## src/rtl/rvh_l1d_st_req_queue.sv

```systemverilog
// rvh_l1d_st_req_queue
//   In-order store/fence/AMO request queue between the LSU store pipe and
//   rvh_l1d_amo_ctrl. Accepts one request per cycle and presents the two oldest
//   entries: head on port 0, head+1 on port 1. Fences and AMOs issue only from
//   port 0, and younger entries never overtake them.
// Ports
//   clk, rst                 clock, synchronous active-high reset
//   flush_i                  squash all entries (drops a same-cycle enqueue)
//   lsu_st_req_*_i / _rdy_o  enqueue side
//   st_req_*_o / st_req_rdy_i per-port dequeue side, port p at [p*W +: W]
//   st_req_queue_empty_o     no valid entries
module rvh_l1d_st_req_queue #(
    parameter int unsigned DEPTH            = 4,
    parameter int unsigned N_STB_ST_IN_PORT = 2
) (
    input  logic                           clk,
    input  logic                           rst,
    input  logic                           flush_i,
    input  logic                           lsu_st_req_vld_i,
    input  logic                           lsu_st_req_is_fence_i,
    input  logic [3:0]                     lsu_st_req_rob_tag_i,
    input  logic [5:0]                     lsu_st_req_prd_i,
    input  logic [4:0]                     lsu_st_req_opcode_i,
    input  logic [55:0]                    lsu_st_req_paddr_i,
    input  logic [63:0]                    lsu_st_req_data_i,
    output logic                           lsu_st_req_rdy_o,
    output logic [N_STB_ST_IN_PORT-1:0]    st_req_vld_o,
    output logic [N_STB_ST_IN_PORT-1:0]    st_req_is_fence_o,
    output logic [N_STB_ST_IN_PORT*4-1:0]  st_req_rob_tag_o,
    output logic [N_STB_ST_IN_PORT*6-1:0]  st_req_prd_o,
    output logic [N_STB_ST_IN_PORT*5-1:0]  st_req_opcode_o,
    output logic [N_STB_ST_IN_PORT*56-1:0] st_req_paddr_o,
    output logic [N_STB_ST_IN_PORT*64-1:0] st_req_data_o,
    input  logic [N_STB_ST_IN_PORT-1:0]    st_req_rdy_i,
    output logic                           st_req_queue_empty_o
);

    localparam int unsigned PTR_W = $clog2(DEPTH);
    localparam int unsigned CNT_W = PTR_W + 1;

    typedef struct packed {
        logic        is_fence;
        logic [3:0]  rob_tag;
        logic [5:0]  prd;
        logic [4:0]  opcode;
        logic [55:0] paddr;
        logic [63:0] data;
    } entry_t;

    entry_t           r_mem [DEPTH];
    logic [PTR_W-1:0] r_head;
    logic [PTR_W-1:0] r_tail;
    logic [CNT_W-1:0] r_count;

    logic [PTR_W-1:0] w_head1;
    entry_t           w_e0;
    entry_t           w_e1;
    logic             w_enq;
    logic             w_pop0;
    logic             w_pop1;

    // Fences and AMO/LR/SC (opcodes 7..28) must go out alone on port 0.
    function automatic logic is_special(input entry_t e);
        return e.is_fence | ((e.opcode >= 5'd7) & (e.opcode <= 5'd28));
    endfunction

    assign w_head1 = r_head + PTR_W'(1);
    assign w_e0    = r_mem[r_head];
    assign w_e1    = r_mem[w_head1];

    assign lsu_st_req_rdy_o     = (r_count != CNT_W'(DEPTH));
    assign st_req_queue_empty_o = (r_count == '0);
    assign w_enq                = lsu_st_req_vld_i & lsu_st_req_rdy_o;

    // Port 1 is gated on rdy[0] so it can only fire alongside port 0; this keeps
    // strict order and is loop-free since amo_ctrl rdy[0] ignores vld[1].
    assign st_req_vld_o[0] = (r_count >= CNT_W'(1));
    assign st_req_vld_o[1] = (r_count >= CNT_W'(2)) & ~is_special(w_e0) &
                             ~is_special(w_e1) & st_req_rdy_i[0];

    assign w_pop0 = st_req_vld_o[0] & st_req_rdy_i[0];
    assign w_pop1 = st_req_vld_o[1] & st_req_rdy_i[1] & w_pop0;

    assign st_req_is_fence_o = {w_e1.is_fence, w_e0.is_fence};
    assign st_req_rob_tag_o  = {w_e1.rob_tag,  w_e0.rob_tag};
    assign st_req_prd_o      = {w_e1.prd,      w_e0.prd};
    assign st_req_opcode_o   = {w_e1.opcode,   w_e0.opcode};
    assign st_req_paddr_o    = {w_e1.paddr,    w_e0.paddr};
    assign st_req_data_o     = {w_e1.data,     w_e0.data};

    always_ff @(posedge clk) begin
        if (rst || flush_i) begin
            r_head  <= '0;
            r_tail  <= '0;
            r_count <= '0;
        end else begin
            r_head  <= r_head + PTR_W'(w_pop0) + PTR_W'(w_pop1);
            r_tail  <= r_tail + PTR_W'(w_enq);
            r_count <= r_count + CNT_W'(w_enq) - CNT_W'(w_pop0) - CNT_W'(w_pop1);
        end
    end

    // Payload is not reset; a flushed enqueue is never written.
    always_ff @(posedge clk) begin
        if (w_enq && !flush_i && !rst) begin
            r_mem[r_tail] <= '{is_fence: lsu_st_req_is_fence_i,
                               rob_tag:  lsu_st_req_rob_tag_i,
                               prd:      lsu_st_req_prd_i,
                               opcode:   lsu_st_req_opcode_i,
                               paddr:    lsu_st_req_paddr_i,
                               data:     lsu_st_req_data_i};
        end
    end

endmodule
```

## config.mk

```make
export PLATFORM = sky130hd
export DESIGN_NAME = rvh_l1d_st_req_queue
export DESIGN_NICKNAME = d
export VERILOG_FILES = /design/src/rtl/rvh_l1d_st_req_queue.sv
export SDC_FILE = /design/constraint.sdc
export NUM_CORES = 1
export LEC_CHECK = 0
export ABC_CLOCK_PERIOD_IN_PS = 15900
export CELL_PAD_IN_SITES_DETAIL_PLACEMENT = 1
export CELL_PAD_IN_SITES_GLOBAL_PLACEMENT = 2
export CORE_MARGIN = 1
export CORE_UTILIZATION = 41
export DETAILED_ROUTE_END_ITERATION = 8
export PLACE_DENSITY = 0.86
export REMOVE_ABC_BUFFERS = 1
export SYNTH_ARGS = -nofsm -noshare
export SYNTH_HDL_FRONTEND = slang
export SYNTH_SLANG_ARGS = --single-unit
```

## constraint.sdc

```tcl
create_clock -name clk -period 15.9 [get_ports clk]
set_input_delay 3.18 -clock clk [delete_from_list [all_inputs] [get_ports clk]]
set_output_delay 3.18 -clock clk [all_outputs]
set_load 0.01 [all_outputs]
```

# Word-level counts from Yosys, hierarchy flattened
# Memories as Yosys holds them, arrays and structs flattened. A register that Yosys moved wholly into a read port is not among the register bits.
# Index checks and enable logic that the tools add are counted.
[op_classes] n_mux=3 n_eq_ne=1 magnitude_cmp=6 n_reduce_logical=6 addsub=7 bitwise=13
[op_table] cell="greater-or-equal comparator 5 x 3 -> 1 bit (second input constant)" n=2
[op_table] cell="<= comparator 5 bit (second input constant)" n=2
[op_table] cell="bitwise AND 1 bit" n=9
[op_table] cell="adder 2 x 1 -> 2 bit" n=3
[op_table] cell="subtractor 3 x 1 -> 3 bit" n=2
[op_table] cell="adder 3 x 1 -> 3 bit" n=1
[op_table] cell="greater-or-equal comparator 3 x 1 -> 1 bit (second input constant)" n=1
[op_table] cell="greater-or-equal comparator 3 x 2 -> 1 bit (second input constant)" n=1
[op_table] cell="zero test 3 bit" n=1
[op_table] cell="inequality test 3 bit (second input constant)" n=1
[op_table] cell="adder 2 x 1 -> 2 bit (second input constant)" n=1
[op_table] cell="logical AND 1 bit" n=2
[op_table] cell="zero test 1 bit" n=2
[op_table] cell="2-to-1 mux 1 bit" n=2
[op_table] cell="2-to-1 mux 2 bit" n=1
[op_table] cell="NOT 1 bit" n=2
[op_table] cell="bitwise OR 1 bit" n=2
[op_table] cell="logical OR 1 bit" n=1
[totals] register_bits=7 wordCells=40 mem_bits_rw=544 output_inout_bits=276 memories=1 input_bits=142
[mem_list] name="r_mem" words=4 word_bits=136 rd=2 rd_clocked_by_memory_dff=1 write_ports=1 line="50" text="entry_t r_mem [DEPTH];"

# Depth between registers and ports, before layout
# Gate-level depths: netlist of run 1.
# An unclocked memory read counts as a cell.
[logic_depth] ltp_word=12 depth_mapped=16 ltp_nobuf=14

# Least setup slack after synthesis of run 1
# Ideal clock, no wire load.
[synth_timing] kind="input-to-reg" startpoint="input flush_i" endpoint="memory r_mem[1][0] (netlist bit) (enable)" n_path_buf=0 arrival_time_ps=13344 setup_time_ps=826 setup_slack_ps=1730 t_required_ps=15074 stages=3 cell_sequence="nor2_1 nand2_1 nor3b_1"
[synth_via] elab_chain_cells=5
[synth_rtl] element="from (decl)" line="18" text="input logic flush_i,"
[synth_rtl] element="zero test 1 bit" line="105" text="if (w_enq && !flush_i && !rst) begin"
[synth_rtl] element="logical AND 1 bit (2 in a row)" line="105"
[synth_rtl] element="2-to-1 mux 1 bit" line="105"
[synth_rtl] element="2-to-1 mux 1 bit (implied by the code)" line="106" text="r_mem[r_tail] <= '{is_fence: lsu_st_req_is_fence_i,"
[synth_rtl] element="to (decl)" line="50"
# No other way between the ends.

# Final worst setup path of run 1
[layout_timing] startpoint="input st_req_rdy_i[0]" endpoint="output st_req_vld_o[1]"
[layout_via] elab_chain_cells=1
[layout_rtl] element="from (decl)" line="34" text="input logic [N_STB_ST_IN_PORT-1:0] st_req_rdy_i,"
[layout_rtl] element="bitwise AND 1 bit" line="79" text="~is_special(w_e1) & st_req_rdy_i[0];"
[layout_rtl] element="to (decl)" line="27" text="output logic [N_STB_ST_IN_PORT-1:0] st_req_vld_o,"
# No other way between the ends.

==> impl.org, run 1 <==
** Clock network
- Gates resized during post-CTS repair numbered 0.
- The clock passes through at most 3 buffers.
- Counting the buffers created by CTS gives 56.
- H-Tree Depth :: 2
- Buffers added to address setup during post-CTS repair amount to 0.
- In this run the clock root is driven by a sky130_fd_sc_hd__clkbuf_16.
- The number of hold buffers added after CTS was 0.
- Clock slew at the register clock pins of the worst setup and hold paths :: 60 ps
- TritonCTS built the clock tree.
- Clk sink count :: 551
- The later pin in the worst-skew pair is clocked with a latency of 600 ps.

** Layout
- Share of final-layout standard cells stronger than drive strength 1 :: 0.262
- Total Nets Final :: 1508
- The area growth from synthesis to layout is 29.0%.
- After filler insertion, the fill cell instance count of the layout stands at 4830.
- After the flow finishes, the layout carries non-filler instances totaling 2159.

** STA
- Dividing the final minimum period by the clock period gives 0.499.
- For the final routed database, the setup TNS stands at 0 ps.
- The max-slew violation count came to 0.
- In the post-route analysis, the smallest setup slack over all paths is 7960 ps.
- Slew at the pin closest to its max-slew limit :: 1150 ps
- Top achievable clock speed :: 126 MHz
- Final hold vios :: 0
- RSZ-0062 raised after global routing :: no
- Final clock skew :: 20.3 ps
- Max_slew headroom :: 0.232
- Total setup violations reported at the end of the flow :: 0
- The worst path needs 7940 ps of the cycle, external delays included.

** Routing
- In the final routed layout, each cell accounts on average for 25.1 um.
- Total number of vias :: 12013
- For this block, the initial DRC count from the detailed router was 731.
- Antenna-violating nets left :: 0
- DRC violation count after routing :: 0
- Wires add up to 54200 um.
- Average vias per placed instance :: 5.56
- Pre-Repair DR Iteration Count :: 4

** Yosys
- Of the total synthesized cell area, the portion taken by full adders, half adders and majority gates is 0.00355.
- In this run the cell area of the synthesized design comes to 23300 um^2.
- Synthesis inferred 551 register bits.
- Most used flip-flop cell after synthesis :: sky130_fd_sc_hd__edfxtp_1
- Async set-or-reset flop fraction in the synthesized netlist :: 0
- Averaged over all synthesized cells, the footprint is 24.9 um^2.
- The share of the synthesized area in compound gates (AO/OA/AOI/OAI) is 0.00242.
- The number of different library cells used by synthesis comes to 32.
- Sequential area share after synthesis :: 0.708
- Of the total synthesized cell area, the portion taken by AND, OR, NAND and NOR gates is 0.00634.
- For this run, the number of Yosys warnings is 0.
- Combinational family with the most area after synthesis :: multiplexers
- Synthesized instance count :: 935
- Number of enable flip-flop cells after synthesis :: 544
- After synthesis, the share of cell area in mux cells is 0.263.
- Xor/xnor cell area share of the yosys netlist :: 0.00188

** Critical path
- The worst setup path is launched from an input port.
- CP Data Arrival Time :: 4760 ps
- Reg2reg path depth :: 14
- Data required time of the critical path :: 12720 ps
- Along the worst path, the maximum fanout reaches 3.
- The critical path is of the input port to output pin type.
- STA classifies the critical path endpoint as an output pin.

** GRT
- Gr usage total :: 0.186
- Largest net degree at the start of global routing :: 163
- The initial antenna violation count was 7.
- Number of global-route vias before repair :: 13037
- The first global-routing pass estimated 80200 um of wire.
- Global routing finished with a remaining overflow of 0.

** Run
- The tool flagged a number of max-cap violations equal to 0.

** Pwr
- Pwr/cell area :: 104 nW/um^2
- The analysis attributes to cell leakage a power of 9.09 nW.
- Highest ir drop seen on vdd :: 0.0956 mV

** Die
- Chip Width :: 240 um
- DIE AREA :: 57700 um^2
- I/O pins :: 418
- For this configuration, the core starts out at a cell density of 0.418.
- Placeable core region :: 55600 um^2
- Die height :: 240 um
- # rows :: 86

** Place
- The count of buffers added on input and output ports is 417.
- Post-place setup slack :: 7960 ps
- Hpwl dp :: 34100 um
- Routability congestion estimate from global placement :: 0.752
- Instance count after placement with tap cells included :: 2050

** Outcome
- Status :: complete, no violations

** Worst hold path
- In this run the worst hold path is classified as flop to flop.
- The worst hold path passes through 2 cells.
layout make-up:
| type | count | area (um^2) | share of cell area |
|---|---|---|---|
| diodes | 5 | 12.5 | 0.000417 |
| clock inverters | 43 | 348 | 0.0116 |
| clock buffers | 61 | 1440 | 0.0480 |
| flip-flops and latches | 551 | 16500 | 0.549 |
| multi-input cells | 318 | 6480 | 0.216 |
| well taps | 748 | 936 | 0.0312 |
| repair buffers | 429 | 4310 | 0.144 |
| inverters | 4 | 15.0 | 0.000500 |
sequential cells by signal (all words and copies together), names as in the netlist:
| name | count |
|---|---|
| r_mem | 544 |
| r_count | 3 |
| r_head | 2 |
| r_tail | 2 |
power by group:
| group | internal [W] | switching [W] | leakage [nW] |
|---|---|---|---|
| Sequential | 0.00161 | 0.0000103 | 4.97 |
| Clock | 0.000746 | 0.000528 | 0.879 |
| Combinational | 0.000123 | 0.0000924 | 3.24 |
| Total | 0.00248 | 0.000630 | 9.09 |
logic make-up (layout without fill, tap and decap cells):
| family | after synthesis | count (layout) |
|---|---|---|
| AO/OA/AOI/OAI | 7 | 7 |
| XOR/XNOR | 5 | 5 |
| adder cells (fa/ha/maj) | 6 | 6 |
| buffers and inverters | 66 | 537 |
| flip-flops | 551 | 551 |
| multiplexers | 274 | 274 |
| other | 0 | 5 |
| AND/OR/NAND/NOR | 26 | 26 |
synthesized netlist by cell type (2+ instances only):
master	instances	area [um^2]
sky130_fd_sc_hd__clkbuf_1	10	37.5
sky130_fd_sc_hd__dfxtp_1	7	140
sky130_fd_sc_hd__edfxtp_1	544	16300
sky130_fd_sc_hd__nor3_1	6	30.0
sky130_fd_sc_hd__mux4_2	268	6040
sky130_fd_sc_hd__inv_1	4	15.0
sky130_fd_sc_hd__a21oi_1	2	10.0
sky130_fd_sc_hd__nor2_1	4	15.0
sky130_fd_sc_hd__buf_2	46	230
sky130_fd_sc_hd__nor3b_1	2	15.0
sky130_fd_sc_hd__buf_4	2	15.0
sky130_fd_sc_hd__buf_1	2	7.51
sky130_fd_sc_hd__nand2_1	3	11.3
sky130_fd_sc_hd__xnor2_1	3	26.3
sky130_fd_sc_hd__ha_1	5	62.6
sky130_fd_sc_hd__xor2_1	2	17.5
sky130_fd_sc_hd__mux2i_1	4	40.0
sky130_fd_sc_hd__mux4_1	2	52.6
sky130_fd_sc_hd__and2_1	6	37.5
layer usage:
metal,track usage,vias up,wire (um)
li1,-,5076,-
met1,0.218,6426,19900
met2,0.318,420,28000
met3,0.0695,87,4960
met4,0.0566,4,1300
met5,0,-,27
worst paths after layout:
path / from / slack, ps / end
worst max-delay path: st_req_rdy_i[0] / 7960 / st_req_vld_o[1]
worst min-delay path: r_count[2]$_SDFF_PP0_ / 590 / r_count[2]$_SDFF_PP0_
worst max register to register: r_head[0]$_SDFF_PP0_ / 11620 / r_count[2]$_SDFF_PP0_
worst min register to register: r_count[2]$_SDFF_PP0_ / 590 / r_count[2]$_SDFF_PP0_
through the flow:
| stage | util | total power (W) | hold WS [ps] | instance area (um^2) |
|---|---|---|---|---|
| after floorplan | - | 0.00176 | 530 | 22900 |
| after CTS | 0.540 | 0.00315 | 594 | 30000 |
| after detailed placement | 0.507 | 0.00187 | 584 | 28200 |
| final | 0.540 | 0.00311 | 591 | 30000 |
| after global routing | 0.540 | 0.00321 | 626 | 30000 |
| after global placement | 0.507 | 0.00186 | 572 | 28200 |
cell usage in the layout, fill, tap and decap left out, drive strengths merged:
master         count
ha                 5
dfxtp              7
nor2               4
nor3               6
nor2b              1
diode              5
inv                4
buf               12
and3               1
mux2i              4
nor3b              2
clkdlybuf4s50    417
edfxtp           544
nor4               1
clkinvlp           3
clkinv            34
fa                 1
a311oi             1
o22a               1
and2               6
o2111ai            1
a211oi             1
o2111a             1
nand3              1
xnor2              3
clkbuf            61
nand2              3
a21oi              2
and4               1
mux4             270
xor2               2
bufinv             6
worst max-delay path, cell delays in order:
cell                              delay, ps
sky130_fd_sc_hd__clkdlybuf4s50_1        480
sky130_fd_sc_hd__o2111ai_1              160
sky130_fd_sc_hd__nor3_1                 230
sky130_fd_sc_hd__o22a_2                 170
sky130_fd_sc_hd__clkdlybuf4s50_1        540
(Power assumes the default switching activity.)
==> run 2, diff against run 1 <==
--- a/config.mk
+++ b/config.mk
@@ -5,13 +5,13 @@
 export SDC_FILE = /design/constraint.sdc
 export NUM_CORES = 1
 export LEC_CHECK = 0
-export ABC_CLOCK_PERIOD_IN_PS = 15900
+export ABC_CLOCK_PERIOD_IN_PS = 6800
 export CELL_PAD_IN_SITES_DETAIL_PLACEMENT = 1
 export CELL_PAD_IN_SITES_GLOBAL_PLACEMENT = 2
 export CORE_MARGIN = 1
-export CORE_UTILIZATION = 41
+export CORE_UTILIZATION = 37
 export DETAILED_ROUTE_END_ITERATION = 8
-export PLACE_DENSITY = 0.86
+export PLACE_DENSITY = 0.83
 export REMOVE_ABC_BUFFERS = 1
 export SYNTH_ARGS = -nofsm -noshare
 export SYNTH_HDL_FRONTEND = slang
==> constraint.sdc (replaced) <==
create_clock -name clk -period 6.8 [get_ports clk]
set_input_delay 1.36 -clock clk [delete_from_list [all_inputs] [get_ports clk]]
set_output_delay 1.36 -clock clk [all_outputs]
set_load 0.01 [all_outputs]
==> impl.org, run 2 (synthesized netlist as in run 1, its figures left out) <==
** Outcome
- Status :: complete, no violations

** Layout
- The layout has 5583 filler cells.
- Area taken by flip-flops and latches :: 16500 um^2
- Share of final-layout standard cells stronger than drive strength 1 :: 0.268
- The multi-input combinational cells in the finished layout cover a total of 6480 um^2.
- Flip-flop count of the largest register after layout :: 544
- Post-route cell area :: 30400 um^2
- Registers with the most flip-flops :: r_mem (544), r_count (3)
- The number of antenna diodes in the final layout is 0.
- Leaving out fill and tap cells, the most frequent cell in the layout is sky130_fd_sc_hd__edfxtp_1.
- Leaving out filler cells and counting taps, the final layout contains 2252.
- Relative to the synthesized area, the layout overhead comes to 30.5%.
- Total Nets Final :: 1514
- r_mem holds more flip-flops than any other register.
- The library cells used most frequently in the layout, excluding fill and tap cells, are sky130_fd_sc_hd__edfxtp_1, sky130_fd_sc_hd__clkdlybuf4s50_1, sky130_fd_sc_hd__mux4_2.

** STA
- Final min period :: 4770 ps
- Setup violations remaining at the end of the flow were counted as 0.
- Top achievable clock speed :: 210 MHz
- RSZ-0062 raised after global routing :: no
- For the pin with the worst max-slew slack, the measured transition is 980 ps.
- Summed over all failing endpoints, the final setup total negative slack is 0 ps.
- The final count of hold timing violations is 0.
- Final clock skew :: 11.7 ps
- Headroom to the max-slew limit came out at 0.347.
- The max-slew violation count is 0.
- Final worst-path cycle share :: 0.701

** Critical path
- For this run, the slowest stage of the critical path takes 950 ps.
- Reg2reg end :: r_count[2]$_SDFF_PP0_
- Data on the critical path arrives at its endpoint at 3410 ps.
- The critical path goes through buf_12 -> mux4_2 -> clkdlybuf4s50_1.
- Data required time of the critical path :: 5440 ps
- The worst setup path is launched from a flop.
- The slowest stage of the critical path belongs to the cell sky130_fd_sc_hd__dfxtp_4.
- Measured in cells, the most critical reg-to-reg path has a length of 13.
- The critical path is of the flop to output pin type.
- Launch point of the worst reg-to-reg path :: r_head[1]$_SDFF_PP0_
- Cell family contributing the most delay on the critical path :: buffers and inverters
- Along the worst path, the maximum fanout reaches 94.
- STA classifies the critical path endpoint as an output pin.
- Buf/Inv on CP :: 2
- Across all register-to-register paths, the minimum setup slack is 3470 ps.

** Worst hold path
- The min-delay analysis places its worst path in the category flop to flop.
- The path with the worst hold slack has its endpoint at r_count[2]$_SDFF_PP0_.
- HP Start :: r_count[2]$_SDFF_PP0_
- Number of cells on the worst hold path :: 2

** Routing
- Post-DR wirelength/cell :: 24.6 um
- Final Routed Wirelength :: 55500 um
- Pre-Repair DR Iteration Count :: 4
- After detailed routing, the number of vias per cell comes to 5.35.
- Detailed Route Iter0 Violations :: 602
- Total number of vias :: 12044
- Antenna-violating nets left :: 0
- DRC violation count after routing :: 0

** Pwr
- For this design the static power due to leakage is 9.21 nW.
- Pwr/cell area :: 248 nW/um^2
- Across the VDD grid, the largest voltage drop is 0.202 mV.

** Run
- Reported max-cap violation count :: 0

** Clock network
- For the worst-skew pair, the clock arrives at the later sink with an insertion delay of 600 ps.
- The H-tree generated during clock tree synthesis spans 2 levels.
- Buffer count from post-CTS setup fixing :: 0
- Clock-pin slew was measured on the worst setup and hold paths at 60 ps.
- Post-cts resize count :: 0
- The clock net in this run drives a total of 551 sinks.
- Library cell used as clock root buffer :: sky130_fd_sc_hd__clkbuf_16
- TritonCTS built the clock tree.
- Buffers inserted to repair hold after CTS numbered 0.
- Counting the buffers created by CTS gives 58.
- The clock passes through at most 3 buffers.

** Die
- # rows :: 91
- Die height :: 253 um
- For this design the top-level I/O count stands at 418.
- The floorplan step set the die width to 253 um.
- The core region is 61900 um^2.
- DIE AREA :: 63900 um^2
- For this configuration, the core starts out at a cell density of 0.376.

** GRT
- First-pass GRT wire length :: 82300 um
- Routing usage on met3 :: 0.0613
- Initial antenna violation count :: 5
- Across every metal layer, demand over resource in global routing totals 0.172.
- For met1 alone, demand over resource in global routing was 0.201.
- The global routing stage identified its most utilized layer as met2.
- Entering global routing, the biggest net connects 140 pins.
- Met2 usage in global routing :: 0.296
- Number of global-route vias before repair :: 13184
- Congestion Overflow GR :: 0

** Place
- Placement-stage cell area :: 28400 um^2
- Instance count after placement with tap cells included :: 2143
- Summed over all nets, the half-perimeter wirelength after detailed placement is 36000 um.
- Number of port buffers :: 417
- The congestion estimate from routability-driven global placement came to 0.714.
-- run 2: changes by cell type in the layout (fill, tap and decap cells not counted), sizes merged --
cell,delta
inv,+4
clkinvlp,-1
clkbuf,+14
bufinv,+3
clkinv,-15
diode,-5
buf,+4
-- run 2: worst reg2reg max path: cells and delay by family (launching register included) --
kind,cells,cell delay (ps)
buffers and inverters,1,60
adders and majority gates,3,550
muxes,1,510
and+or+nand+nor,4,570
AOI/OAI and AO/OA,2,270
xor gates and xnor gates,2,310
DFF,1,950
-- run 2: layout make-up --
type	count	area share
Clock buffer	75	0.0516
Clock inverter	34	0.0134
Inverter	4	0.000494
Multi-Input combinational cell	318	0.213
Sequential cell	551	0.543
Tap cell	837	0.0345
Timing Repair Buffer	433	0.144
-- run 2: worst max-delay path by stage --
stage	end	slack, ps	from	cells after the start
after global placement	st_req_vld_o[1]	2460	st_req_rdy_i[0]	5
final	st_req_paddr_o[16]	2030	r_head[1]$_SDFF_PP0_	3
after floorplan	st_req_vld_o[1]	-6890	r_head[1]$_SDFF_PP0_	4
after global routing	st_req_data_o[8]	1750	r_head[1]$_SDFF_PP0_	3
after detailed placement	st_req_vld_o[1]	2510	st_req_rdy_i[0]	5
after CTS	st_req_paddr_o[16]	1900	r_head[1]$_SDFF_PP0_	3
-- run 2: metrics by stage --
stage	util	worst slack [ps]	power [W]	hold slack, ps
after global placement	0.459	2460	0.00436	576
final	0.490	2030	0.00754	598
after detailed placement	0.459	2510	0.00438	598
after global routing	0.490	1750	0.00777	651
after floorplan	-	-6890	0.00412	530
after CTS	0.490	1900	0.00764	607
-- run 2: power by group --
group / switching (W) / internal [W] / total (W)
sequential: 0.0000234 / 0.00378 / 0.00380
combinational: 0.000219 / 0.000288 / 0.000506
clock: 0.00128 / 0.00196 / 0.00324
-- run 2: metal layers --
metal  routed length (um)  part of all wire  up-vias
li1                     -                 -     5072
met1                20500              0.37     6473
met2                28900              0.52      380
met3                 4440             0.080      109
met4                 1580             0.028       10
met5                   64            0.0012        -
==> run 3, diff against run 2 <==
--- a/config.mk
+++ b/config.mk
@@ -5,7 +5,7 @@
 export SDC_FILE = /design/constraint.sdc
 export NUM_CORES = 1
 export LEC_CHECK = 0
-export ABC_CLOCK_PERIOD_IN_PS = 6800
+export ABC_CLOCK_PERIOD_IN_PS = 4100
 export CELL_PAD_IN_SITES_DETAIL_PLACEMENT = 1
 export CELL_PAD_IN_SITES_GLOBAL_PLACEMENT = 2
 export CORE_MARGIN = 1
==> constraint.sdc (replaced) <==
create_clock -name clk -period 4.1 [get_ports clk]
set_input_delay 0.82 -clock clk [delete_from_list [all_inputs] [get_ports clk]]
set_output_delay 0.82 -clock clk [all_outputs]
set_load 0.01 [all_outputs]
==> impl.org, run 3 (synthesized netlist as in run 1, its figures left out) <==
** Routing
- For this block, wires on met1 add up to 20700 um.
- Detailed routing placed a total of 4460 um of wire on met3.
- The final layout contains routed wiring with a total length of 57200 um.
- Total number of vias :: 12228
- Antenna-violating nets left :: 0
- Before antenna repair, the detailed router went through 5 iterations.
- In the routed design, unresolved DRC markers number 0.
- The routed design uses 30200 um of met2 wire.
- Post-DR wirelength/cell :: 25.1 um
- Average vias per placed instance :: 5.37
- In this run, the number of DRC markers left after iteration 0 of detailed routing was 678.
- The highest layer touched by signal routing is met5.

** Clock network
- Later-pin clock latency in the skew report :: 610 ps
- Clock slew at the register clock pins of the worst setup and hold paths :: 60 ps
- The clock net in this run drives a total of 551 sinks.
- Library cell used as clock root buffer :: sky130_fd_sc_hd__clkbuf_16
- TritonCTS built the clock tree.
- Number of CTS-inserted buffers :: 59
- The H-tree generated during clock tree synthesis spans 2 levels.
- No sink is reached through more buffers than the 3 on the longest clock path.

** Critical path
- The signal on the critical path passes through buf_12 -> mux4_2 -> clkdlybuf4s50_1.
- By startpoint and endpoint, the worst setup path is classified as flop to output pin.
- Reg2reg end :: r_count[2]$_SDFF_PP0_
- The worst register-to-register path begins at r_head[1]$_SDFF_PP0_.
- CP Data Arrival Time :: 3010 ps
- Endpoint type of the worst setup path :: output pin
- Along the worst path, the maximum fanout reaches 68.
- Largest incremental delay on the critical path :: 680 ps
- Data required time of the critical path :: 3280 ps
- Reg2reg path depth :: 13
- For flop-to-flop paths, the worst setup slack is 930 ps.
- STA classifies the critical path startpoint as a flop.
- Standard cell with the maximum stage delay on the critical path :: sky130_fd_sc_hd__dfxtp_4

** STA
- Max_slew headroom :: 0.519
- RSZ-0062 raised after global routing :: no
- The final count of hold timing violations is 0.
- Dividing the final minimum period by the clock period gives 0.934.
- Top achievable clock speed :: 261 MHz
- Smallest setup slack after layout :: 269 ps
- Final min period :: 3830 ps
- Between clock sinks in the finished design, the worst skew comes to 22.6 ps.
- Setup violations remaining at the end of the flow were counted as 0.
- At the pin with the least slew margin, the transition time is 722 ps.
- Count of final max-slew check failures :: 0

** Run
- The tool flagged a number of max-cap violations equal to 0.

** Layout
- Once layout is complete, the utilization of the core stands at 0.496.
- Finished Layout Cells :: 2277
- Area overhead of the layout relative to synthesis :: 31.9%
- In the final layout, the registers with the most flip-flops are r_mem (544), r_count (3).
- r_mem holds more flip-flops than any other register.
- After routing the design area is 30700 um^2.
- Final-layout fill cell count :: 5559
- The final layout contains 1538 nets.
- The register with the most flip-flops in the layout has 544 of them.
- Share of final-layout standard cells stronger than drive strength 1 :: 0.282
- Leading cell types in the layout, fill and taps excluded :: sky130_fd_sc_hd__edfxtp_1, sky130_fd_sc_hd__clkdlybuf4s50_1, sky130_fd_sc_hd__mux4_2
- Leaving out fill and tap cells, the most frequent cell in the layout is sky130_fd_sc_hd__edfxtp_1.

** Worst hold path
- The worst hold path terminates at r_count[2]$_SDFF_PP0_.
- In this run the worst hold path is classified as flop to flop.
- The worst hold path passes through 2 cells.
- HP Start :: r_count[2]$_SDFF_PP0_

** Place
- Routability-driven placement finished with a final weighted congestion of 0.749.
- Post-place setup slack :: 717 ps
- Input and output buffers added on the ports amount to 417.
- The number of placed instances, taps included, is 2165.
- Hpwl dp :: 38000 um
- Summing all placed instances gives a cell area of 28700 um^2.

** Die
- The floorplan has 91 rows.
- I/O pins :: 418
- The die covers 63900 um^2.
- Placeable core region :: 61900 um^2
- The die is 253 um wide.
- Die height :: 253 um
- For this configuration, the core starts out at a cell density of 0.376.

** Pwr
- Pwr/cell area :: 409 nW/um^2
- In this run the static leakage power is 9.37 nW.
- IR analysis of the VDD net gives a maximum drop of 0.389 mV.
- Final total power :: 0.0126 W

** GRT
- Congestion Overflow GR :: 0
- Largest net degree at the start of global routing :: 99
- Number of global-route vias before repair :: 13214
- Gr usage total :: 0.178
- The first global-routing pass estimated 84700 um of wire.
- Initial antenna violation count :: 5

** Outcome
- Status :: complete, no violations
run 3: layer usage:
metal | vias to the layer above | track usage
met5 | - | 0
met4 | 8 | 0.0608
met3 | 109 | 0.0560
met2 | 413 | 0.309
met1 | 6568 | 0.207
li1 | 5130 | -
run 3: worst max path at each step:
stage	slack [ps]	end	startpoint
after global placement	760	st_req_vld_o[1]	r_head[0]$_SDFF_PP0_
after floorplan	-9470	r_count[2]$_SDFF_PP0_	r_head[1]$_SDFF_PP0_
final	270	st_req_data_o[124]	r_head[1]$_SDFF_PP0_
after detailed placement	720	st_req_vld_o[1]	r_head[0]$_SDFF_PP0_
after global routing	70	st_req_data_o[124]	r_head[1]$_SDFF_PP0_
after CTS	50	st_req_vld_o[1]	r_head[0]$_SDFF_PP0_
run 3: final cells by class:
type | count | area, um^2 | area share
Tap cell | 837 | 1050 | 0.0341
Sequential cell | 551 | 16500 | 0.537
Clock inverter | 42 | 444 | 0.0145
Timing Repair Buffer | 456 | 4670 | 0.152
Multi-Input combinational cell | 318 | 6480 | 0.211
Inverter | 4 | 15.0 | 0.000489
Antenna cell | 1 | 2.50 | 0.0000815
Clock buffer | 68 | 1550 | 0.0506
run 3: worst max-delay path, delay by kind of cell (launching register included):
family | cells | cell delay, ps
buffers and inverters | 2 | 970
flip-flops | 1 | 680
multiplexers | 1 | 610
run 3: repair_timing:
item,CTS,global route
endpoints found under the setup margin,0,1
gates resized for setup,0,0
hold buffers,0,0
buffers inserted,0,1
run 3: report_power, final:
part	switching (W)	internal, W
sequential	0.0000361	0.00626
combinational	0.000368	0.000483
clock	0.00215	0.00327
total	0.00256	0.0100
run 3: stage by stage:
step	TNS, ps	hold WS, ps
4_1_cts	0	597
3_5_place_dp	0	585
5_1_grt	0	668
2_1_floorplan	-5416570	530
3_3_place_gp	0	583
6_report	0	592
